==> src/rtl/alu_pkg.sv <==
// Shared definitions for the ALU command driver: opcode values, driver FSM
// encoding and the layout of a response FIFO entry.
package alu_pkg;

    localparam logic [7:0] OP_ADD = 8'd0;
    localparam logic [7:0] OP_SUB = 8'd1;
    localparam logic [7:0] OP_MUL = 8'd2;
    localparam logic [7:0] OP_DIV = 8'd3;
    localparam logic [7:0] OP_AND = 8'd4;

    localparam int RSP_W = 16;

    typedef enum logic [1:0] {
        ST_IDLE    = 2'd0,
        ST_WAIT    = 2'd1,
        ST_CAPTURE = 2'd2
    } drv_state_e;

    // A FIFO entry carries the opcode in the upper byte and the result below.
    function automatic logic [RSP_W-1:0] pack_rsp(input logic [7:0] op,
                                                  input logic [7:0] res);
        return {op, res};
    endfunction

endpackage

==> src/rtl/alu_rsp_fifo.sv <==
// Response FIFO holding {opcode, result} pairs; DEPTH must be a power of two
// so the pointers wrap by simple overflow.
module alu_rsp_fifo
    import alu_pkg::*;
#(
    parameter int DEPTH = 4
) (
    input  logic                     clk,
    input  logic                     rst,
    input  logic                     push_i,
    input  logic [RSP_W-1:0]         push_data_i,
    input  logic                     pop_i,
    output logic                     valid_o,
    output logic [RSP_W-1:0]         head_o,
    output logic [$clog2(DEPTH):0]   count_o
);

    localparam int AW = $clog2(DEPTH);
    localparam int CW = AW + 1;
    localparam logic [AW-1:0] PTR_ONE = AW'(1);
    localparam logic [CW-1:0] CNT_ONE = CW'(1);
    localparam logic [CW-1:0] CNT_MAX = CW'(DEPTH);

    logic [RSP_W-1:0] mem_q [DEPTH];
    logic [AW-1:0]    wr_ptr_q;
    logic [AW-1:0]    rd_ptr_q;
    logic [CW-1:0]    count_q;
    logic             full;
    logic             empty;
    logic             do_push;
    logic             do_pop;

    assign full    = (count_q == CNT_MAX);
    assign empty   = (count_q == '0);
    assign do_push = push_i && !full;
    assign do_pop  = pop_i && !empty;

    always_ff @(posedge clk) begin
        if (rst) begin
            wr_ptr_q <= '0;
            rd_ptr_q <= '0;
            count_q  <= '0;
        end else begin
            if (do_push) begin
                wr_ptr_q <= wr_ptr_q + PTR_ONE;
            end
            if (do_pop) begin
                rd_ptr_q <= rd_ptr_q + PTR_ONE;
            end
            // A simultaneous push and pop leaves the occupancy unchanged.
            unique case ({do_push, do_pop})
                2'b10:   count_q <= count_q + CNT_ONE;
                2'b01:   count_q <= count_q - CNT_ONE;
                default: count_q <= count_q;
            endcase
        end
    end

    always_ff @(posedge clk) begin
        if (do_push) begin
            mem_q[wr_ptr_q] <= push_data_i;
        end
    end

    assign valid_o = !empty;
    assign head_o  = empty ? '0 : mem_q[rd_ptr_q];
    assign count_o = count_q;

endmodule

==> src/rtl/alu_cmd_driver.sv <==
// Drives one command at a time onto a pipelined ALU, waits LATENCY clocks for
// the registered result and queues {opcode, result} for the host.
module alu_cmd_driver
    import alu_pkg::*;
#(
    parameter int LATENCY = 1,
    parameter int DEPTH   = 4
) (
    input  logic       clk,
    input  logic       rst,
    input  logic       cmd_valid,
    output logic       cmd_ready,
    input  logic [7:0] cmd_op,
    input  logic [3:0] cmd_a,
    input  logic [3:0] cmd_b,
    output logic [7:0] alu_ui,
    output logic [7:0] alu_op,
    input  logic [7:0] alu_res,
    output logic       rsp_valid,
    input  logic       rsp_ready,
    output logic [7:0] rsp_data,
    output logic [7:0] rsp_op,
    output logic       busy
);

    localparam int CW = $clog2(DEPTH) + 1;
    localparam logic [CW-1:0] FIFO_MAX = CW'(DEPTH);
    localparam logic [2:0]    LAT_LOAD = 3'(LATENCY);

    drv_state_e       state_q, state_d;
    logic [2:0]       cnt_q, cnt_d;
    logic [7:0]       ui_q, ui_d;
    logic [7:0]       op_q, op_d;
    logic             push;
    logic             accept;
    logic             fifo_valid;
    logic [RSP_W-1:0] fifo_head;
    logic [CW-1:0]    fifo_count;

    // Ready depends only on registered state and reset, never on rsp_ready.
    assign cmd_ready = (state_q == ST_IDLE) && (fifo_count < FIFO_MAX) && !rst;
    assign accept    = cmd_valid && cmd_ready;

    always_comb begin
        state_d = state_q;
        cnt_d   = cnt_q;
        ui_d    = ui_q;
        op_d    = op_q;
        push    = 1'b0;
        unique case (state_q)
            ST_IDLE: begin
                if (accept) begin
                    state_d = ST_WAIT;
                    cnt_d   = LAT_LOAD;
                    ui_d    = {cmd_b, cmd_a};
                    op_d    = cmd_op;
                end
            end
            ST_WAIT: begin
                cnt_d = cnt_q - 3'd1;
                if (cnt_q <= 3'd1) begin
                    state_d = ST_CAPTURE;
                end
            end
            ST_CAPTURE: begin
                push    = 1'b1;
                state_d = ST_IDLE;
            end
            default: begin
                state_d = ST_IDLE;
            end
        endcase
    end

    always_ff @(posedge clk) begin
        if (rst) begin
            state_q <= ST_IDLE;
            cnt_q   <= '0;
            ui_q    <= '0;
            op_q    <= '0;
        end else begin
            state_q <= state_d;
            cnt_q   <= cnt_d;
            ui_q    <= ui_d;
            op_q    <= op_d;
        end
    end

    alu_rsp_fifo #(
        .DEPTH(DEPTH)
    ) u_fifo (
        .clk         (clk),
        .rst         (rst),
        .push_i      (push),
        .push_data_i (pack_rsp(op_q, alu_res)),
        .pop_i       (fifo_valid && rsp_ready),
        .valid_o     (fifo_valid),
        .head_o      (fifo_head),
        .count_o     (fifo_count)
    );

    assign alu_ui    = ui_q;
    assign alu_op    = op_q;
    assign busy      = (state_q != ST_IDLE);
    assign rsp_valid = fifo_valid;
    assign {rsp_op, rsp_data} = fifo_head;

endmodule

==> config.mk <==
export PLATFORM = sky130hd
export DESIGN_NAME = alu_cmd_driver
export DESIGN_NICKNAME = d
export VERILOG_FILES = /design/src/rtl/alu_pkg.sv /design/src/rtl/alu_rsp_fifo.sv /design/src/rtl/alu_cmd_driver.sv
export SDC_FILE = /design/constraint.sdc
export NUM_CORES = 1
export LEC_CHECK = 0
export CAP_MARGIN = 5
export CORE_ASPECT_RATIO = 1.5
export CORE_UTILIZATION = 45
export CTS_CLUSTER_SIZE = 20
export DETAILED_ROUTE_END_ITERATION = 10
export DONT_BUFFER_PORTS = 1
export PLACE_DENSITY_LB_ADDON = 0.25
export SLEW_MARGIN = 20
export SYNTH_ARGS = -nofsm -noshare
export SYNTH_HDL_FRONTEND = slang
export SYNTH_SLANG_ARGS = --single-unit
==> constraint.sdc <==
create_clock -name clk -period 2.8 [get_ports clk]
set_input_delay 0.14 -clock clk [delete_from_list [all_inputs] [get_ports clk]]
set_output_delay 0.14 -clock clk [all_outputs]
set_load 0.01 [all_outputs]
==> out/results.txt <==
Pwr dens -> 737 nW/µm²
Final setup TNS -> 0 ns
Wire per inst -> 16.4 µm
# diodes -> 0
Final Slew Violations -> 0
# clock sinks -> 94
Pre-Repair DR Iteration Count -> 5
Tightest Hold Check Type -> input pin to flip-flop
Total CTS buffers -> 9
Worst path max stage delay -> 0.47 ns
Clock power share -> 34.8%
Top FF cell, synth -> edfxtp_1
Period utilization -> 76.7%
Hold path start -> rst
Yosys warning total -> 0
R2R cell count -> 9
Worst-path fanout max -> 7
Via density -> 5.20
Setup Buffers After CTS -> 0
Worst-Margin Slew -> 0.912 ns
Combinational power share -> 15.1%
Post-route minimum period -> 2.15 ns
Worst Path Arrival -> 2.40 ns
Type of the worst setup path -> flip-flop to flip-flop
Die Y -> 114 µm
Final setup viols -> 0
Initial antenna violation count -> 0
Vias in the first global route -> 2091
Row Count -> 40
Capturing point of the worst reg2reg path -> u_fifo.count_o[2]
Drt drc -> 0
First-pass GRT wire length -> 10400 µm
Synth Cell Area -> 3770 µm²
Root Driver -> clkbuf_16
1st-iter DRT viols -> 149
GP Congestion -> 0.802
Slew Limit Headroom -> 39.0%
Post-route ant nets -> 0
Cells after synthesis -> 255
Cell family with most CP delay -> compound AO/OA/AOI/OAI gates
FF+latch count, synth -> 94
Seq pwr share -> 50.1%
IO Pins -> 63
Leak pwr -> 1.47 nW
Initial Util -> 46.8%
Sequential fraction of the synthesis area -> 66.9%
Post-synth ARST share -> 0%
Pre-CTS setup slack -> 0.661 ns
Metal3 WL -> 346 µm
VDD IR max -> 0.402 mV
Post-DP HPWL -> 4000 µm
Crit end category -> flip-flop
Worst skew pair latency -> 0.34 ns
Switching Fraction -> 25.3%
R2R Setup Slk -> 0.65 ns
Average cell area after synthesis -> 14.8 µm²
Post-synth net total -> 291
Hold Path Depth -> 2
Final hold violation count -> 0
Status -> completed
Nets -> 321
Area grow syn2layout -> 17.5%
Final WS setup -> 0.654 ns
Req. time, crit path -> 3.06 ns
Startpoint types -> flip-flop
Final WL -> 6480 µm
End of the worst hold path -> u_fifo.wr_ptr_q[1]
Achievable Freq -> 0.466 GHz
Resized cells post-CTS -> 0
CORE AREA -> 8060 µm²
Unique masters post-synth -> 34
Worst Path Buf+Inv -> 3
Ratio of cells with drive above 1 in the final layout -> 14.1%
Number of enable flip-flop cells after synthesis -> 64
Largest net degree at the start of global routing -> 30
Via count -> 2054
Internal -> 2.44 mW
Most used cell, CP -> inv_1
Die area -> 8750 µm²
Wl on met1 -> 2510 µm
Clock skew -> 0.00946 ns
CTS tree -> done
Die X -> 76.7 µm
Worst-path clk slew -> 0.06 ns
H-tree depth -> 3
DR top layer -> met4
CP max-delay cell -> a311oi_2
Max_cap viols -> 0
Met2 WL -> 3490 µm
Sw Pwr -> 828 µW
Critical-path cell list -> inv_1 -> a311oi_2 -> inv_1 -> ha_1 -> inv_1 -> fa_1 -> xor2_1 -> or3_1 -> a21oi_1
Max Buffers Root-to-Sink -> 2
Unrepaired setup endpoints after global routing -> false
GR Overflow Total -> 0
Port Buffer Count -> 0
FF-to-FF Start -> u_fifo.count_o[0]
Gr usage total -> 16.2%
==> worst max path at each step <==
stage	from	endpoint	slack, ns	cells after the start
global route	state_q[1]	u_fifo.count_o[2]	0.46	9
finish	u_fifo.count_o[0]	u_fifo.count_o[2]	0.65	9
floorplan	u_fifo.count_o[1]	u_fifo.count_o[2]	0.87	9
detailed placement	u_fifo.count_o[0]	u_fifo.count_o[2]	0.66	9
CTS	u_fifo.count_o[0]	u_fifo.count_o[2]	0.63	9
global placement	u_fifo.count_o[0]	u_fifo.count_o[2]	0.74	9
==> worst register-to-register path: cells and delay by family (launching register included) <==
| kind | cells | cell delay, ns |
|---|---|---|
| buf+inv | 3 | 0.27 |
| fa+ha+maj | 2 | 0.41 |
| simple gates | 1 | 0.31 |
| flops | 1 | 0.40 |
| compound gates | 2 | 0.62 |
| xor+xnor | 1 | 0.07 |
==> synthesized netlist by cell type, drive strengths merged (2+ instances only) <==
cell    instances  area share [%]
edfxtp         64              51
dfxtp          30              16
o21ai          20             2.7
nand2b         19             3.2
nand3          17             2.3
mux4           16             9.6
nor2b          16             2.7
inv            12             1.2
nor2           10             1.0
buf             7             1.0
clkbuf          7            0.70
ha              7             2.3
and2            5            0.83
a21oi           4            0.53
or3             3            0.50
xor2            3            0.70
nor3            2            0.40
==> kinds of logic (layout without fill, tap and decap cells) <==
group,after synthesis,count (layout),synth area share (%)
DFF,94,94,66.9
muxes,18,18,10.1
xor gates and xnor gates,3,3,0.697
AOI/OAI and AO/OA,30,30,4.68
buffers and inverters,26,61,2.92
adders and majority gates,8,8,2.85
and+or+nand+nor,76,76,11.8
==> through the flow <==
step	instance area, µm²	instances	util (%)	total power, mW	hold WS, ns
floorplan	3770	255	-	2.04	0.239
global placement	3890	353	48.3	2.12	0.215
detailed placement	3890	353	48.3	2.13	0.217
CTS	4430	395	55.0	3.31	0.00105
global route	4430	395	55.0	3.42	0.0157
finish	4430	395	55.0	3.26	0.00585
==> power groups by stage <==
| stage | sequential (mW) | clock [mW] | combinational (mW) |
|---|---|---|---|
| global route | 1.65 | 1.22 | 0.549 |
| global placement | 1.66 | 0 | 0.457 |
| CTS | 1.64 | 1.17 | 0.507 |
| floorplan | 1.65 | 0 | 0.392 |
| detailed placement | 1.67 | 0 | 0.464 |
| finish | 1.64 | 1.14 | 0.494 |
==> state kept, by name (all words and copies together) (netlist names), named ones only <==
register and count:
alu_ui 8, u_fifo.wr_ptr_q 2, alu_op 8, u_fifo.count_o 3, cnt_q 3, u_fifo.rd_ptr_q 2
state_q 2, u_fifo.mem_q 64
==> layer usage <==
metal	vias up	track usage, %
met5	-	0
met4	0	9.74
met3	11	4.86
met2	60	27.1
met1	988	18.4
li1	995	-
==> timing repair <==
| item | 4_1_cts | 5_1_grt |
|---|---|---|
| endpoints found under the hold margin | 60 | 0 |
| hold buffers | 26 | 0 |
| endpoints found under the setup margin | 0 | 0 |
==> cells in the final DEF, fill, tap and decap left out, types with 2 or more instances in the layout <==
master	instances
a21oi_1	4
and2_1	5
buf_4	7
clkbuf_1	3
clkbuf_16	10
clkinvlp_4	2
dfxtp_1	30
dlygate4sd3_1	26
edfxtp_1	64
ha_1	7
inv_1	12
mux4_2	16
nand2b_1	19
nand3_1	17
nor2_1	10
nor2b_1	16
o21ai_0	19
or3_1	3
xor2_1	3
==> final cells by class <==
cell class	instances	area, µm²
fill	668	3630
inverter	12	45.0
sequential	94	2520
clock buffer	13	262
multi-input combinational	135	1140
timing repair buffer	33	313
tap	105	131
clock inverter	3	20.0
Power figures use the tool's default switching activity.
